===== config.mk =====
export PLATFORM = sky130hd
export DESIGN_NAME = stage_if_flat
export DESIGN_NICKNAME = d
export VERILOG_FILES = /design/src/rtl/stage_if_if.sv /design/src/rtl/stage_if.sv /design/src/flat_wrapper.sv
export SDC_FILE = /design/constraint.sdc
export NUM_CORES = 1
export LEC_CHECK = 0
export BUFFER_PORTS_ARGS = -buffer_cell sky130_fd_sc_hd__clkbuf_2
export CORE_MARGIN = 5
export CORE_UTILIZATION = 51
export DETAILED_ROUTE_END_ITERATION = 8
export GPL_ROUTABILITY_DRIVEN = 0
export HOLD_SLACK_MARGIN = 0.06
export PLACE_DENSITY_LB_ADDON = 0.08
export SKIP_CTS_REPAIR_TIMING = 1
export SYNTH_ARGS = -nofsm -noshare
export SYNTH_HDL_FRONTEND = slang
export SYNTH_SLANG_ARGS = --single-unit

===== constraint.sdc =====
create_clock -name clock -period 1.85 [get_ports clock]
set_input_delay 0.0925 -clock clock [delete_from_list [all_inputs] [get_ports clock]]
set_output_delay 0.0925 -clock clock [all_outputs]
set_load 0.05 [all_outputs]

===== src/rtl/stage_if_if.sv =====
// Instruction-memory fetch bus between the IF stage and instruction memory.
// Signals: IMem_Addr/IMem_Req driven by the fetch side, IMem_Ack/IMem_Data by memory.
// IMem_Req is level-held until a single-cycle IMem_Ack; IMem_Data is valid with IMem_Ack.
interface stage_if_if;
  logic [31:0] IMem_Addr;
  logic        IMem_Req;
  logic        IMem_Ack;
  logic [31:0] IMem_Data;

  modport master (
    output IMem_Addr,
    output IMem_Req,
    input  IMem_Ack,
    input  IMem_Data
  );

  modport slave (
    input  IMem_Addr,
    input  IMem_Req,
    output IMem_Ack,
    output IMem_Data
  );
endinterface


===== src/rtl/stage_if.sv =====
// Instruction-fetch stage: walks the PC, fetches over imem, hands words to ID via a registered slot.
// Latency: one instruction per cycle at zero-wait memory; fetched word appears on End* one edge after Ack.
// Backpressure: Stall holds End*; a word arriving under Stall parks in a one-entry buffer (no new Req).
// Ports: clock, reset (async active-low), imem (fetch bus master), Stall, Branch_Taken,
//        Branch_Target, EndStageIF_Inst/NewPC/Valid (registered outputs to ID).
module stage_if #(
  parameter logic [31:0] RESET_PC = 32'h0000_0000
) (
  input  logic               clock,
  input  logic               reset,
  stage_if_if.master         imem,
  input  logic               Stall,
  input  logic               Branch_Taken,
  input  logic [31:0]        Branch_Target,
  output logic [31:0]        EndStageIF_Inst,
  output logic [31:0]        EndStageIF_NewPC,
  output logic               EndStageIF_Valid
);

  typedef enum logic [1:0] {
    IDLE  = 2'd0,
    FETCH = 2'd1,
    HOLD  = 2'd2,
    DROP  = 2'd3
  } state_t;

  state_t      state;
  logic [31:0] pc;
  logic [31:0] target;     // redirect address latched while an abandoned request drains
  logic [31:0] buf_inst;
  logic [31:0] buf_newpc;
  logic [31:0] pc_plus4;
  logic [31:0] br_addr;

  assign pc_plus4 = pc + 32'd4;                       // wraps modulo 2^32
  assign br_addr  = Branch_Target & ~32'd3;

  // Address stays on the old PC during DROP so the in-flight request is not disturbed.
  assign imem.IMem_Addr = pc;
  // Decoded straight from the state register, so reset drops it without a clock edge.
  assign imem.IMem_Req  = (state == FETCH) || (state == DROP);

  always_ff @(posedge clock or negedge reset) begin
    if (!reset) begin
      state            <= IDLE;
      pc               <= RESET_PC;
      target           <= 32'd0;
      buf_inst         <= 32'd0;
      buf_newpc        <= 32'd0;
      EndStageIF_Inst  <= 32'd0;
      EndStageIF_NewPC <= 32'd0;
      EndStageIF_Valid <= 1'b0;
    end else begin
      case (state)
        // Any Ack seen here belongs to a request cut off by reset; ignore it.
        IDLE: begin
          state <= FETCH;
        end

        FETCH: begin
          if (Branch_Taken) begin
            EndStageIF_Valid <= 1'b0;
            if (imem.IMem_Ack) begin
              pc <= br_addr;                          // returned word is wrong-path, drop it
            end else begin
              target <= br_addr;                      // must wait for the outstanding Ack
              state  <= DROP;
            end
          end else if (imem.IMem_Ack) begin
            pc <= pc_plus4;
            if (!Stall) begin
              EndStageIF_Inst  <= imem.IMem_Data;
              EndStageIF_NewPC <= pc_plus4;
              EndStageIF_Valid <= 1'b1;
            end else begin
              buf_inst  <= imem.IMem_Data;
              buf_newpc <= pc_plus4;
              state     <= HOLD;
            end
          end else if (!Stall) begin
            EndStageIF_Valid <= 1'b0;                 // nothing delivered: bubble
          end
        end

        HOLD: begin
          if (Branch_Taken) begin
            EndStageIF_Valid <= 1'b0;
            buf_inst         <= 32'd0;
            buf_newpc        <= 32'd0;
            pc               <= br_addr;
            state            <= FETCH;
          end else if (!Stall) begin
            EndStageIF_Inst  <= buf_inst;
            EndStageIF_NewPC <= buf_newpc;
            EndStageIF_Valid <= 1'b1;
            state            <= FETCH;
          end
        end

        DROP: begin
          if (Branch_Taken || !Stall) begin
            EndStageIF_Valid <= 1'b0;
          end
          if (imem.IMem_Ack) begin
            // A branch arriving together with the Ack is the newest redirect.
            pc    <= Branch_Taken ? br_addr : target;
            state <= FETCH;
          end else if (Branch_Taken) begin
            target <= br_addr;
          end
        end

        default: begin
          state <= IDLE;
        end
      endcase
    end
  end

endmodule


===== src/flat_wrapper.sv =====
// flat-port wrapper written by rule: the top's interface ports become plain ports
module stage_if_flat 
#(
  parameter logic [31:0] RESET_PC = 32'h0000_0000
)
  (clock, reset, Stall, Branch_Taken, Branch_Target, EndStageIF_Inst, EndStageIF_NewPC, EndStageIF_Valid, imem_IMem_Addr, imem_IMem_Req, imem_IMem_Ack, imem_IMem_Data);
  stage_if_if imem_i ();
  input  logic clock;
  input  logic reset;
  input  logic Stall;
  input  logic Branch_Taken;
  input  logic [31:0] Branch_Target;
  output logic [31:0] EndStageIF_Inst;
  output logic [31:0] EndStageIF_NewPC;
  output logic EndStageIF_Valid;
  output wire logic [$bits(imem_i.IMem_Addr)-1:0] imem_IMem_Addr;
  output wire logic [$bits(imem_i.IMem_Req)-1:0] imem_IMem_Req;
  input wire logic [$bits(imem_i.IMem_Ack)-1:0] imem_IMem_Ack;
  input wire logic [$bits(imem_i.IMem_Data)-1:0] imem_IMem_Data;
  assign imem_IMem_Addr = imem_i.IMem_Addr;
  assign imem_IMem_Req = imem_i.IMem_Req;
  assign imem_i.IMem_Ack = imem_IMem_Ack;
  assign imem_i.IMem_Data = imem_IMem_Data;
  stage_if #(.RESET_PC(RESET_PC)) u_core (.clock(clock), .reset(reset), .imem(imem_i), .Stall(Stall), .Branch_Taken(Branch_Taken), .Branch_Target(Branch_Target), .EndStageIF_Inst(EndStageIF_Inst), .EndStageIF_NewPC(EndStageIF_NewPC), .EndStageIF_Valid(EndStageIF_Valid));
endmodule

After elaboration in Yosys (flattened, before gate mapping)
Cells that the tools add are included.

word-level totals
  output and inout port bits = 98
  bits in registers = 195
  bits of input ports = 69

cells by class
  reductions and logical operators = 13
  $add $sub $neg = 1
  equality and inequality tests = 20
  muxes and demuxes = 47

operators with widths
  cell                                                                    count
  32-bit two-way mux                                                      26
  32-bit case mux with 2 select lines                                     5
  32-bit case mux with 3 select lines                                     1
  32-bit by 3-bit adder with 32-bit output (second input constant)        1
  2-bit != test (second input constant)                                   12
  2-bit two-way mux                                                       7
  3-bit != test (second input constant)                                   4
  5-bit AND reduction                                                     2
  2-bit case mux with 4 select lines                                      1
  4-bit AND reduction                                                     2
  1-bit two-way mux                                                       6
  6-bit AND reduction                                                     1
  2-bit equality test (second input constant)                             2
  4-bit != test (second input constant)                                   1
  2-bit nonzero test                                                      2
  1-bit case mux with 3 select lines                                      1
  3-bit AND reduction                                                     1
  3-bit nonzero test                                                      1
  2-bit by 1-bit equality test with 1-bit output (second input constant)  1
  2-bit zero test                                                         1
  1-bit logical OR                                                        2
  1-bit zero test                                                         1

Longest topological paths before layout
Gate-level depths: netlist of run 1.

  depth after elaboration = 5
  depth in mapped cells = 9
  gate-level depth less buffers = 6

Worst setup path before layout of run 1
No wires, ideal clock.

  path type = reg2reg
  from = register u_core.pc[14], in the netlist u_core.imem.IMem_Addr[14]
  to = register u_core.EndStageIF_NewPC[19]
  slack = -585 ps
  data required time = 1785 ps
  arrival time = 2370 ps
  setup time = 65 ps
  cell stages (with the launch flop) = 8
  path through = dfrtp_1 > clkbuf_2 > nand4_2 > or4_1 > buf_2 > or3_1 > a311oi_1 > a21o_1

between the ends
  word-level cells in the longest chain between the ends = 5

ends and longest elaborated chain
  element                                   line            text
  from (decl)                               stage_if.sv:28  logic [31:0] pc;
  from (signal assigned)                    stage_if.sv:64  pc <= br_addr;
  from (signal assigned)                    stage_if.sv:70  pc <= pc_plus4;
  from (signal assigned)                    stage_if.sv:90  pc <= br_addr;
  32-bit by 3-bit adder with 32-bit output  stage_if.sv:35  assign pc_plus4 = pc + 32'd4;
  32-bit two-way mux                        stage_if.sv:71  if (!Stall) begin
  32-bit two-way mux                        stage_if.sv:69  end else if (imem.IMem_Ack) begin
  32-bit two-way mux                        stage_if.sv:61  if (Branch_Taken) begin
  32-bit case mux with 2 select lines       stage_if.sv:54  case (state)
  to (signal assigned)                      stage_if.sv:73  EndStageIF_NewPC <= pc_plus4;
  to (signal assigned)                      stage_if.sv:94  EndStageIF_NewPC <= buf_newpc;
  to (decl)                                 stage_if.sv:16  output logic [31:0] EndStageIF_NewPC,

Every way passes these cells. The select of a mux whose other input is x is not followed.
A chain may end at the register's enable or synchronous reset.

Worst setup path after layout of run 1
  from = register u_core.pc[6], in the netlist u_core.imem.IMem_Addr[6]
  to = register u_core.EndStageIF_NewPC[21]

The elaborated chain is that of the path after synthesis.

==> impl_metrics.yaml, run 1 <==
timing:
  fin_crit_sh: 1.071
  worstMarginPinSlew_ps: 510.1
  maxClockFrequency_mhz: 504.9
  clock_skew_ps: 9.058
  setup_violations: 14
  relSlewSlack: 0.6599
  rsz0062_at_grt: "true"
  layout_setup_ws_ps: -130.5
  slew_viol_final: 0
  fin_crit_ps: 1981
  final_hold_viol_count: 0
yosys:
  synthArstFlopShare: 1.000
  ys.flop_type: "dfrtp_1"
  syn-instance-count: 1002
  synth_top_cell_area_share: 0.5273
  ys_warn_count: 0
  synth_cell_types: 53
  synth_edf_count: 0
  syn_avg_cell_area_um2: 9.235
  synth_area_leaders: "dfrtp_1 53%, nand2_1 8.0%, o21ai_0 6.4%"
  synth_area_um2: 9254
  synth_nets: 1072
  ys_ff_latch: 195
  ys_seq_area_frac: 0.5273
  synth_top_cell_by_area: "dfrtp_1"
clocking:
  numCtsBuffers: 17
  clock_sinks: 195
  clock_latency_ps: 430
  cts_root_buffer: "clkbuf_16"
  cts.path.max_buffers: 2
  path_clk_slew_ps: 70
  cts_tree: "built"
  cts_htree_levels: 4
pwr:
  max-vdd-ir-drop_mv: 0.7612
  p_sw_frac: 0.4071
  combPwrFrac: 0.370
  pwr-share-clk: 0.240
  internal_power_uw: 9196
  finalPower_uw: 15510
  switchingPower_uw: 6314
  powerDensity_nw_per_um2: 1205
  p_seq_frac: 0.390
  p_leak_uw: 0.005994
routing:
  drt-initial-drc-count: 617
  vias: 8553
  wl_um: 26710
  vias_per_cell: 5.554
  drc: 0
  firstDrtPassIters: 5
  wire_per_inst_um: 17.35
  ant_nets: 0
setup_path:
  setup.worst_path.start: "u_core.imem.IMem_Addr[6]"
  required_ps: 2160
  crit_path_start_kind: "flop"
  arrival_ps: 2290
  r2r_start: "u_core.imem.IMem_Addr[6]"
  cp-endpoint: "u_core.EndStageIF_NewPC[21]"
  reg2regPathDepth: 7
  crit_fanout: 6
  crit_path_end_kind: "flop"
  criticalPathCategory: "reg2reg"
  r2r-end: "u_core.EndStageIF_NewPC[21]"
  r2r_setup_slack_ps: -130
layout:
  nets: 1368
  layout-drive-gt1-share: 0.3288
  layout_common_cells: "196 x nand2_1, 176 x dfrtp_1, 163 x clkbuf_2, 102 x o21ai_0, 101 x buf_4"
  fin_util: 0.7190
  syn_to_final_growth_pct: 39.10
  fill_cells: 1368
  layout_commonest_cell: "nand2_1"
  antennaDiodeCount: 0
  fin_cells: 1540
placement:
  placed_cells: 1430
  port_buffers: 164
  dp_hpwl_um: 18150
global_routing:
  grt_pass1_vias: 7748
  grt_max_degree: 93
  antenna_found_initial: 0
  gr-usage-all-layers: 0.2478
  overflow: 0
  grt_pass1_wl_um: 40950
floorplanning:
  dieHeight_um: 144.7
  die_area_um2: 20940
  die_w_um: 144.7
  initial_utilization: 0.5169
  io_pins: 167
  fp-row-count: 49
  core_region_area_um2: 17900
outcome:
  violations: "negative setup slack"
  status: "finished with violations"
worst_hold_path:
  min_from: "imem_IMem_Ack"
  hp-class: "in2reg"
run:
  drv_cap: 0
-- synthesized netlist by cell type (all sizes together), types with 6 or more instances --
library cell,instances
nand2,198
dfrtp,195
o21ai,119
nor2,80
clkbuf,63
a21oi,46
a31oi,40
mux2,30
xnor2,22
nand3,20
inv,16
a2bb2oi,12
buf,12
nand4,12
o21a,11
o22ai,11
a22o,9
nor3,9
a21o,8
mux2i,8
o22a,8
and2,7
a211oi,6
and4,6
nor4,6
-- metal layers --
metal	up-vias	global-route usage	wire, µm
met5	-	0	0
met4	0	0.08100	599
met3	49	0.04206	1678
met2	291	0.3760	12580
met1	4113	0.3650	11860
li1	4100	-	-
-- critical path, stage by stage, from the launching register on --
cell and delay (ps):
dfrtp_2 390, nand3_2 100, or4_4 550, buf_8 160, buf_4 140, nor3_4 210, xnor2_2 180, o22ai_1 120
-- power groups by stage --
stage	combinational (µW)	sequential (µW)	clock, µW
after floorplan	1740	7980	0
after global placement	5380	6050	0
after detailed placement	5440	6090	0
after CTS	5450	6020	3800
after global routing	6160	6180	3990
final	5740	6040	3730
-- flip-flops by register name, indices dropped and copies added (netlist names) --
name                     cells
u_core.EndStageIF_Inst      32
u_core.EndStageIF_NewPC     32
u_core.buf_inst             32
u_core.buf_newpc            32
u_core.imem.IMem_Addr       32
u_core.target               32
u_core.state                 2
u_core.EndStageIF_Valid      1
-- cells by family after synthesis --
group,synth area share
flops,0.5273
fa+ha+maj,0.001352
mux,0.04516
compound gates,0.1919
simple gates,0.1723
xor+xnor,0.02366
buf+inv,0.03840
-- layout make-up --
| class | instances | area [µm²] | share of cell area |
|---|---|---|---|
| Tap cell | 229 | 286.5 | 0.02226 |
| Clock buffer | 19 | 452.9 | 0.03519 |
| Multi-Input combinational cell | 716 | 4397 | 0.3416 |
| Inverter | 16 | 60.06 | 0.004666 |
| Timing Repair Buffer | 352 | 2626 | 0.2040 |
| Clock inverter | 13 | 143.9 | 0.01118 |
| Sequential cell | 195 | 4906 | 0.3811 |
-- worst min path at each step --
stage	end	slack, ps	cells past startpoint
final	u_core.imem.IMem_Addr[1]	200	3
after floorplan	u_core.EndStageIF_Inst[0]	-200	0
after CTS	u_core.target[3]	-330	2
after detailed placement	u_core.buf_inst[10]	130	2
after global routing	u_core.buf_inst[10]	240	3
after global placement	u_core.EndStageIF_Inst[9]	130	2
-- stage by stage --
step / setup WS (ps) / TNS, ps / cell area (µm²) / hold slack (ps)
floorplan: -368.1 / -7078 / 9394 / -203.1
global placement: -114.6 / -1104 / 11180 / 132.8
detailed placement: -148.4 / -1845 / 11180 / 133.4
CTS: -168.7 / -2441 / 11780 / -330.1
global route: -184.5 / -2380 / 12870 / 236.1
finish: -130.5 / -922.1 / 12870 / 202.3
(Power assumes the default switching activity.)
==> inputs of run 2 (changes only) <==
Settings changed: GPL_TIMING_DRIVEN set to 0.
==> run 2 against run 1 <==
- the flow still finishes with violations (negative setup slack)
- count of clock-buffer cells in the layout fell by 2
- sequential power rose by 1%
- global-route usage rose by 1.9 points
- cell area increased by 0.29%
- clock power shrank 3%
- non-clock buffer count grew 4
==> impl_metrics.yaml, run 2 (same netlist as run 1, synthesis figures left out) <==
outcome:
  status: "finished with violations"
  violations: "negative setup slack"
routing:
  vias: 8908
  drc: 0
  drt-initial-drc-count: 734
  wl_um: 29800
  wire_per_inst_um: 19.30
  ant_nets: 0
  vias_per_cell: 5.769
  firstDrtPassIters: 8
timing:
  setup_violations: 37
  final_hold_viol_count: 0
  fin_crit_sh: 1.171
  relSlewSlack: 0.3977
  tns_ps: -4739
  clock_skew_ps: 14.77
  worstMarginPinSlew_ps: 903.5
  rsz0062_at_grt: "true"
  maxClockFrequency_mhz: 461.4
  fin_crit_ps: 2167
  layout_setup_ws_ps: -317.1
  slew_viol_final: 0
global_routing:
  antenna_found_initial: 1
  gr-usage-all-layers: 0.2673
  grt_pass1_wl_um: 43500
  grt_max_degree: 109
  grt_pass1_vias: 7880
  overflow: 0
pwr:
  p_seq_frac: 0.396
  p_leak_uw: 0.005980
  p_sw_frac: 0.4214
  max-vdd-ir-drop_mv: 0.7497
  internal_power_uw: 8966
  powerDensity_nw_per_um2: 1200
  pwr-share-clk: 0.234
  switchingPower_uw: 6530
  combPwrFrac: 0.370
setup_path:
  criticalPathCategory: "reg2reg"
  arrival_ps: 2490
  crit_path_start_kind: "flop"
  crit_fanout: 7
  required_ps: 2170
  crit_path_end_kind: "flop"
placement:
  dp_hpwl_um: 19850
  port_buffers: 164
floorplanning:
  die_area_um2: 20940
  fp-row-count: 49
  die_w_um: 144.7
  io_pins: 167
  initial_utilization: 0.5169
  dieHeight_um: 144.7
  core_region_area_um2: 17900
clocking:
  clock_sinks: 195
  clock_latency_ps: 440
  path_clk_slew_ps: 80
  numCtsBuffers: 17
  cts.path.max_buffers: 2
  cts_htree_levels: 4
  cts_root_buffer: "clkbuf_16"
  cts_tree: "built"
layout:
  syn_to_final_growth_pct: 39.51
  layout_commonest_cell: "clkbuf_2"
  layout_common_cells: "193 x clkbuf_2, 192 x nand2_1, 176 x dfrtp_1, 93 x o21ai_0, 79 x nor2_1"
  nets: 1372
  fin_util: 0.7211
  antennaDiodeCount: 0
  layout-drive-gt1-share: 0.3376
worst_hold_path:
  hp-class: "in2reg"
run:
  drv_cap: 0
run 2: changes by cell type in the layout (fill, tap and decap cells not counted), sizes merged:
cell | before | now
buf | 122 | 80
bufinv | 1 | 0
clkbuf | 184 | 228
clkinv | 4 | 7
dlygate4sd3 | 65 | 64
dlymetal6s2s | 0 | 1
run 2: area by class of cell:
cell class	count	area [µm²]
multi-input combinational	716	4551
clock buffer	17	425.4
sequential	195	4906
clock inverter	15	146.4
timing repair buffer	289	2061
fill	1328	4992
inverter	16	60.06
tap	229	286.5
buffer	67	474.2
run 2: critical path, stage by stage, from the launching register on:
cell	delay (ps)
dfrtp_4	480
buf_12	130
nand2_4	50
or4_4	510
buf_8	160
buf_4	140
nor3_4	280
xnor2_2	190
o22ai_1	110
run 2: routing by layer:
metal / GRT usage / vias to the layer above / part of all wire
li1: - / 4125 / -
met1: 0.3841 / 4295 / 0.42
met2: 0.4145 / 407 / 0.47
met3: 0.05192 / 79 / 0.076
met4: 0.08149 / 2 / 0.029
met5: 0 / - / 0.00044
run 2: final timing paths:
path / slack, ps / cells past startpoint / from / to
max in group asynchronous: 540 / 3 / reset / u_core.imem.IMem_Addr[16]
setup reg to reg: -320 / 8 / u_core.imem.IMem_Addr[2] / u_core.EndStageIF_NewPC[21]
hold reg to reg: 480 / 2 / u_core.buf_inst[10] / u_core.buf_inst[10]
setup / recovery: -320 / 8 / u_core.imem.IMem_Addr[2] / u_core.EndStageIF_NewPC[21]
min in group asynchronous: 340 / 2 / reset / u_core.EndStageIF_Inst[10]
hold / removal: 180 / 4 / Branch_Taken / u_core.EndStageIF_NewPC[17]
run 2: power groups by stage:
stage | clock network [µW] | logic, µW | registers (µW)
global route | 3830 | 6120 | 6260
floorplan | 0 | 1740 | 7980
finish | 3630 | 5740 | 6130
global placement | 0 | 4990 | 6130
CTS | 3670 | 5070 | 6090
detailed placement | 0 | 5050 | 6170
run 2: through the flow:
stage	setup WS [ps]	std cells	hold slack, ps	instance area (µm²)	total power [µW]
finish	-317.1	1544	180.6	12910	15500
global placement	-3913	1395	343.5	10500	11110
floorplan	-368.1	1002	-203.1	9394	9726
CTS	-851.9	1428	-194.6	11110	14820
global route	-361.8	1544	208.7	12910	16210
detailed placement	-855.1	1396	277.7	10540	11220
==> inputs of run 3 (changes only) <==
Settings changed: REMOVE_ABC_BUFFERS set to 1.
==> run 3 against run 2 <==
- the run still ends with negative setup slack left
- via count is 0.45% higher
- first-iteration DRC count is 12% higher
- clock skew down 1.7 ps
- sequential power increased by 0.8%
- wire length rose by 6.3%
- cell area is 2.2% higher
- flip-flop and latch count unchanged
- clock power is 4% higher
==> impl_metrics.yaml, run 3 (same netlist as run 1, synthesis figures left out) <==
routing:
  ant_nets: 0
  drt-initial-drc-count: 823
  vias_per_cell: 5.841
  wire_per_inst_um: 20.68
  vias: 8948
  wl_um: 31680
  firstDrtPassIters: 5
  drc: 0
placement:
  dp_hpwl_um: 16280
  pre_cts_ws_ps: -1799
  port_buffers: 164
timing:
  setup_violations: 69
  layout_setup_ws_ps: -243.0
  tns_ps: -7877
  relSlewSlack: 0.5153
  final_hold_viol_count: 0
  maxClockFrequency_mhz: 477.8
  rsz0062_at_grt: "true"
  fin_crit_ps: 2093
  clock_skew_ps: 13.07
  worstMarginPinSlew_ps: 727.0
  fin_crit_sh: 1.131
  slew_viol_final: 0
  whs_ps: 249.2
setup_path:
  r2r_start: "u_core.imem.IMem_Addr[4]"
  reg2regPathDepth: 6
  crit_path_end_kind: "flop"
  criticalPathCategory: "reg2reg"
  r2r_setup_slack_ps: -240
  path_delay_family: "simple AND/OR/NAND/NOR gates"
  cp_slowest_cell: "or4_4"
  required_ps: 2220
  crit_chain: "nand3_2, or4_4, nor4_4, buf_4, o21a_1, o22a_1"
  crit_path_start_kind: "flop"
  critical-path-max-stage-delay_ps: 650
  crit_fanout: 8
  r2r-end: "u_core.imem.IMem_Addr[29]"
  path_buf_inv: 1
  arrival_ps: 2460
global_routing:
  grt_max_degree: 111
  grt_pass1_wl_um: 38520
  grt.met3_usage: 0.05587
  grtUsageMet2: 0.3516
  overflow: 0
  grt_busiest_layer: "met2"
  met1_usage: 0.3440
  antenna_found_initial: 0
  gr-usage-all-layers: 0.2333
  grt_pass1_vias: 7099
layout:
  antennaDiodeCount: 0
  layout_commonest_cell: "nand2_1"
  nets: 1360
  syn_to_final_growth_pct: 42.59
  layout_common_cells: "176 x nand2_1, 175 x dfrtp_1, 163 x clkbuf_2, 78 x nor2_1, 74 x o21ai_0"
  layout-drive-gt1-share: 0.3515
  fin_util: 0.7371
pwr:
  finalPower_uw: 15730
  powerDensity_nw_per_um2: 1192
  p_leak_uw: 0.006068
  max-vdd-ir-drop_mv: 0.7772
floorplanning:
  initial_utilization: 0.5169
  core_region_area_um2: 17900
  die_area_um2: 20940
  io_pins: 167
  dieHeight_um: 144.7
  die_w_um: 144.7
  fp-row-count: 49
clocking:
  clock_latency_ps: 440
  cts_tree: "built"
  numCtsBuffers: 17
  cts_htree_levels: 4
  cts_root_buffer: "clkbuf_16"
  cts.path.max_buffers: 2
  path_clk_slew_ps: 70
  clock_sinks: 195
worst_hold_path:
  hp-class: "in2async"
outcome:
  status: "finished with violations"
  violations: "negative setup slack"
run:
  drv_cap: 0
[run 3: area by class of cell]
cell class | count | area, µm²
inverter | 16 | 60.06
clock inverter | 15 | 170.2
tap | 229 | 286.5
timing repair buffer | 330 | 2595
fill | 1265 | 4707
clock buffer | 17 | 425.4
sequential | 195 | 4910
multi-input combinational | 730 | 4748
[run 3: worst max-delay path by stage]
stage,from,slack (ps),end,cells past startpoint
2_1_floorplan,u_core.state[1],-4790,u_core.buf_newpc[2],3
3_3_place_gp,u_core.state[1],-10530,u_core.buf_newpc[4],3
3_5_place_dp,u_core.state[1],-1800,u_core.imem.IMem_Addr[19],6
4_1_cts,u_core.state[1],-1780,u_core.imem.IMem_Addr[19],6
5_1_grt,u_core.imem.IMem_Addr[4],-300,u_core.imem.IMem_Addr[29],6
6_report,u_core.imem.IMem_Addr[4],-240,u_core.imem.IMem_Addr[29],6
[run 3: per-stage QoR]
step           cells  instance area [µm²]
2_1_floorplan    927                 8959
3_3_place_gp    1320                10070
3_5_place_dp    1329                10290
4_1_cts         1361                10890
5_1_grt         1532                13200
6_report        1532                13200
[run 3: metal layers]
layer	vias up	part of all wire	wire, µm
li1	4114	-	-
met5	-	0	0
met4	0	0.034	1079
met1	4275	0.41	12940
met2	478	0.47	14770
met3	81	0.091	2890
[run 3: where the power goes]
part / internal [µW] / switching [µW]
Clock: 2030 / 1760
Combinational: 1840 / 3910
Sequential: 5350 / 836
Total: 9220 / 6510
